### config.mk
export PLATFORM = sky130hd
export DESIGN_NAME = shift_issue
export DESIGN_NICKNAME = d
export VERILOG_FILES = /design/src/rtl/shift_issue.sv
export SDC_FILE = /design/constraint.sdc
export NUM_CORES = 1
export LEC_CHECK = 0
export ABC_AREA = 1
export CAP_MARGIN = 15
export CORE_MARGIN = 2
export CORE_UTILIZATION = 55
export DETAILED_ROUTE_END_ITERATION = 16
export GPL_ROUTABILITY_DRIVEN = 1
export PLACE_DENSITY = 0.75
export SYNTH_ARGS = -nofsm -noshare
export SYNTH_HDL_FRONTEND = slang
export SYNTH_SLANG_ARGS = --single-unit
export TNS_END_PERCENT = 10
### constraint.sdc
create_clock -name clk -period 2.2 [get_ports clk]
set_input_delay 0.44 -clock clk [delete_from_list [all_inputs] [get_ports clk]]
set_output_delay 0.44 -clock clk [all_outputs]
set_load 0.005 [all_outputs]
### src/rtl/shift_issue.sv
// shift_issue: issue/writeback stage for the external shift unit.
// Ports: clk, reset (async, active-low); instr_valid/instr/instr_ready
//   instruction handshake; shift_en/op/amt/data registered shifter
//   inputs; shift_result registered shifter output; dbg_addr/dbg_data
//   combinational regfile read; busy = writeback pending.
module shift_issue (
    input  logic        clk,
    input  logic        reset,
    input  logic        instr_valid,
    input  logic [15:0] instr,
    output logic        instr_ready,
    output logic        shift_en,
    output logic [2:0]  shift_op,
    output logic [2:0]  shift_amt,
    output logic [31:0] shift_data,
    input  logic [31:0] shift_result,
    input  logic [2:0]  dbg_addr,
    output logic [31:0] dbg_data,
    output logic        busy
);

    logic [31:0] regs [8];

    logic       s1_v;
    logic [2:0] s1_rd;
    logic       s2_v;
    logic [2:0] s2_rd;

    logic [2:0]  op;
    logic [2:0]  rd;
    logic [2:0]  rs;
    logic [2:0]  shamt;
    logic [31:0] imm;

    assign op    = instr[15:13];
    assign rd    = instr[12:10];
    assign rs    = instr[9:7];
    assign shamt = instr[6:4];
    assign imm   = {22'b0, instr[9:0]};

    logic is_shift;
    logic is_ldi;

    always_comb begin
        is_shift = 1'b0;
        is_ldi   = 1'b0;
        unique case (1'b1)
            !op[2]:        is_shift = 1'b1;
            op == 3'b100:  is_ldi   = 1'b1;
            default: ;
        endcase
    end

    // RAW: the source is still inside the shifter, nothing to forward yet.
    logic raw_stall;
    // WAW: an in-flight writeback must land before a younger LDI.
    logic waw_stall;

    assign raw_stall = is_shift && s1_v && (s1_rd == rs);
    assign waw_stall = is_ldi &&
                       ((s1_v && (s1_rd == rd)) ||
                        (s2_v && (s2_rd == rd)));

    assign instr_ready = reset && !raw_stall && !waw_stall;

    logic accept;
    logic issue;

    assign accept = instr_valid && instr_ready;
    assign issue  = accept && is_shift;

    // Result sitting on shift_result is newer than the regfile copy.
    logic [31:0] operand;

    assign operand = (s2_v && (s2_rd == rs)) ? shift_result : regs[rs];

    assign dbg_data = regs[dbg_addr];
    assign busy     = s1_v || s2_v;

    always_ff @(posedge clk or negedge reset) begin
        if (!reset) begin
            for (int i = 0; i < 8; i++) begin
                regs[i] <= '0;
            end
            shift_en   <= 1'b0;
            shift_op   <= '0;
            shift_amt  <= '0;
            shift_data <= '0;
            s1_v       <= 1'b0;
            s1_rd      <= '0;
            s2_v       <= 1'b0;
            s2_rd      <= '0;
        end else begin
            shift_en <= issue;
            if (issue) begin
                shift_op   <= op;
                shift_amt  <= shamt;
                shift_data <= operand;
                s1_rd      <= rd;
            end
            s1_v  <= issue;
            s2_v  <= s1_v;
            s2_rd <= s1_rd;
            if (s2_v) begin
                regs[s2_rd] <= shift_result;
            end
            // WAW stall guarantees rd differs from s2_rd here.
            if (accept && is_ldi) begin
                regs[rd] <= imm;
            end
        end
    end

endmodule

==> flow_summary.yaml <==
sta:
  final.min_clock_period_ps: 2360
  final_setup_violation_count: 9
  worst_tran_pin_value_ps: 796
  final.hold.worst_slack_ps: 459
  final_critical_path_setup_slack_ps: -159
  final.setup.tns_ps: -585
  finClkSkew_ps: 27.7
  maxClockFrequency_ghz: 0.424
  final_max_slew_viol_count: 0
  relSlewSlack: 0.469
  hold_viol_final: 0
  grt_setup_unrepaired: "true"
  min_period_over_period: 1.07
clock_network:
  numClockSinks: 302
  cts_max_level: 2
  tritoncts.num_buffers: 35
  tritoncts: "yes"
  clock_latency_ps: 530
  clock_tree.buffer_depth: 3
  clk_root_buffer_cell: "sky130_fd_sc_hd__clkbuf_16"
  path_clk_slew_ps: 60
setup_path:
  start_kind: "primary input"
  path_max_fanout: 13
  critical_path_required_ps: 1760
  setup.worst_path.class: "in -> out"
  ff2ff_path_depth: 7
  critical_path.endpoint_type: "output port"
  critPathArrivalTime_ps: 1920
  reg2reg_from: "s2_rd[1]"
  crit_start: "dbg_addr[0]"
run_status:
  outcome: "finished with violations"
  failed_checks: "negative setup slack"
synth:
  synth_xor_xnor_area_share: 0.000917
  synthesized_instance_count: 2976
  synth_simple_gate_area_share: 0.328
  fraction_of_the_mapped_netlist_area_in_compound_gates: 0.159
  synth.avg_cell_area_um2: 6.42
  postSynth.asyncResetShare: 1.00
  muxShareOfSynthArea: 0.0115
  synth_seq_cells: 302
  synth_ff_type: "sky130_fd_sc_hd__dfrtp_1"
  synth_top_family_by_area: "simple AND/OR/NAND/NOR gates"
  number_of_flops_mapped_to_enable_cells_by_yosys: 0
  postSynthNetCount: 3030
  synthesis.yosys.warnings: 0
  synth_adder_area_share: 0
  synth-seq-area-share: 0.396
  post_synth_num_cell_types: 25
  netlist_area_before_placement_um2: 19100
global_routing:
  gr-usage-all-layers: 0.372
  grt_pass1_wl_um: 105000
  maximum_number_of_pins_on_one_net_before_global_route_repair: 94
  globalRouteMet3Util: 0.0674
  top_usage_layer: "met2"
  met1_usage: 0.500
  antenna_found_initial: 0
  overflow_left_after_global_routing: 0
  vias_in_the_first_global_route: 19807
  global_routing_met2_resource_utilization: 0.587
power_and_ir_drop:
  p_leak_uw: 0.0121
  total_power_uw: 23900
  pwr_dens_nw_per_um2: 1020
  max-vdd-ir-drop_uv: 525
detailed_routing:
  vias: 20967
  drc: 0
  routed_wl_um: 67700
  drt-pass1-iter-count: 6
  post_drt_via_cell_ratio: 5.87
  antenna_left: 0
  post_drt_wl_per_cell_um: 19.0
  detail_route.iter0.violations: 2763
hold_path:
  worstHoldPathType: "reg -> reg"
  hold_path_depth: 0
  source_of_the_worst_hold_timing_path: "s1_rd[0]"
die:
  die-height_um: 190
  core_area_um2: 34400
  die_area_um2: 36200
  floorplan.initialDensity: 0.556
  placementRows: 68
  die_width_um: 190
  boundaryPins: 127
final_layout:
  final_net_count: 3145
  mostFrequentLayoutCells: "sky130_fd_sc_hd__nand2_1, sky130_fd_sc_hd__o21ai_0, sky130_fd_sc_hd__nor2_1"
  fin_util: 0.679
  drive_above_1_share: 0.0950
  layout_commonest_cell: "sky130_fd_sc_hd__nand2_1"
  area_growth_syn_to_layout_pct: 22.2
  antenna_cells_inserted: 0
place:
  gp_congestion: 0.911
  numPortBuffers: 126
  place.detailed.hpwl_um: 38700
  detailedPlace.worstSlack_ps: -370
run:
  max-cap-violations: 0
-- worst paths after layout --
path	endpoint	slack, ps
worst max-delay path	dbg_data[16]	-160
worst min-delay path	s2_rd[0]	460
worst max register to register	regs[239]	100
worst min register to register	s2_rd[0]	460
max in group asynchronous	regs[49]	460
min in group asynchronous	regs[12]	570
-- layout make-up --
cell class              instances  area (um^2)
well taps                     455          569
clock buffers                  55         1030
multi-input cells            2166         9790
clock inverters                 7         57.6
flip-flops and latches        302         7560
repair buffers                293         3230
fillers                      2974        11000
inverters                     293         1120
-- repair_timing --
| item | 4_1_cts | 5_1_grt |
|---|---|---|
| setup buffers | 22 | 2 |
| hold buffers | 1 | 0 |
| gates resized for setup | 80 | 50 |
| endpoints found under the hold margin | 29 | 0 |
| pin swaps | 16 | 8 |
| cloned | 9 | 0 |
| setup endpoints to repair | 33 | 58 |
-- stage by stage --
step	cells	instance area, um^2
final	3571	23400
after global routing	3571	23400
after CTS	3569	23200
after detailed placement	3479	21600
after global placement	3479	21600
after floorplan	2976	19100
-- kinds of logic (layout without fill, tap and decap cells) --
kind of cell | count (synthesis) | in the layout
flops | 302 | 302
compound gates | 557 | 557
xor+xnor | 2 | 2
mux | 22 | 22
buf+inv | 508 | 648
simple gates | 1585 | 1585
-- critical path, stage by stage --
cell and delay [ps]:
sky130_fd_sc_hd__buf_12 140, sky130_fd_sc_hd__inv_12 100, sky130_fd_sc_hd__buf_12 110, sky130_fd_sc_hd__buf_16 140, sky130_fd_sc_hd__nor2_1 50, sky130_fd_sc_hd__o32ai_1 230
sky130_fd_sc_hd__nand2_1 110, sky130_fd_sc_hd__nand2_1 80, sky130_fd_sc_hd__clkdlybuf4s50_1 490
-- power breakdown --
part	internal, uW	switching, uW
combinational	3990	4770
clock	3230	2400
sequential	7740	1780
-- registers in the layout (all words and copies together), names as in the netlist --
| register | cells |
|---|---|
| regs | 256 |
| shift_data | 32 |
| s1_rd | 3 |
| s2_rd | 3 |
| shift_amt | 3 |
| shift_op | 3 |
| s1_v | 1 |
| s2_v | 1 |
-- Yosys cell counts, types with 22 or more instances --
| master | n | area [um^2] |
|---|---|---|
| sky130_fd_sc_hd__buf_1 | 29 | 109 |
| sky130_fd_sc_hd__buf_2 | 55 | 275 |
| sky130_fd_sc_hd__clkbuf_1 | 122 | 458 |
| sky130_fd_sc_hd__dfrtp_1 | 302 | 7560 |
| sky130_fd_sc_hd__inv_1 | 291 | 1090 |
| sky130_fd_sc_hd__mux2i_1 | 22 | 220 |
| sky130_fd_sc_hd__nand2_1 | 968 | 3630 |
| sky130_fd_sc_hd__nand3_1 | 202 | 1010 |
| sky130_fd_sc_hd__nor2_1 | 399 | 1500 |
| sky130_fd_sc_hd__o21ai_0 | 442 | 2210 |
| sky130_fd_sc_hd__o21ai_1 | 39 | 195 |
| sky130_fd_sc_hd__o32ai_1 | 64 | 561 |
-- layer usage --
layer  wire length (um)  up-vias
met2              30000     1370
met3               8100      248
met5                  0        -
met1              26700     9702
li1                   -     9647
met4               2970        0
Note: power is estimated with default switching activity, not from simulation.
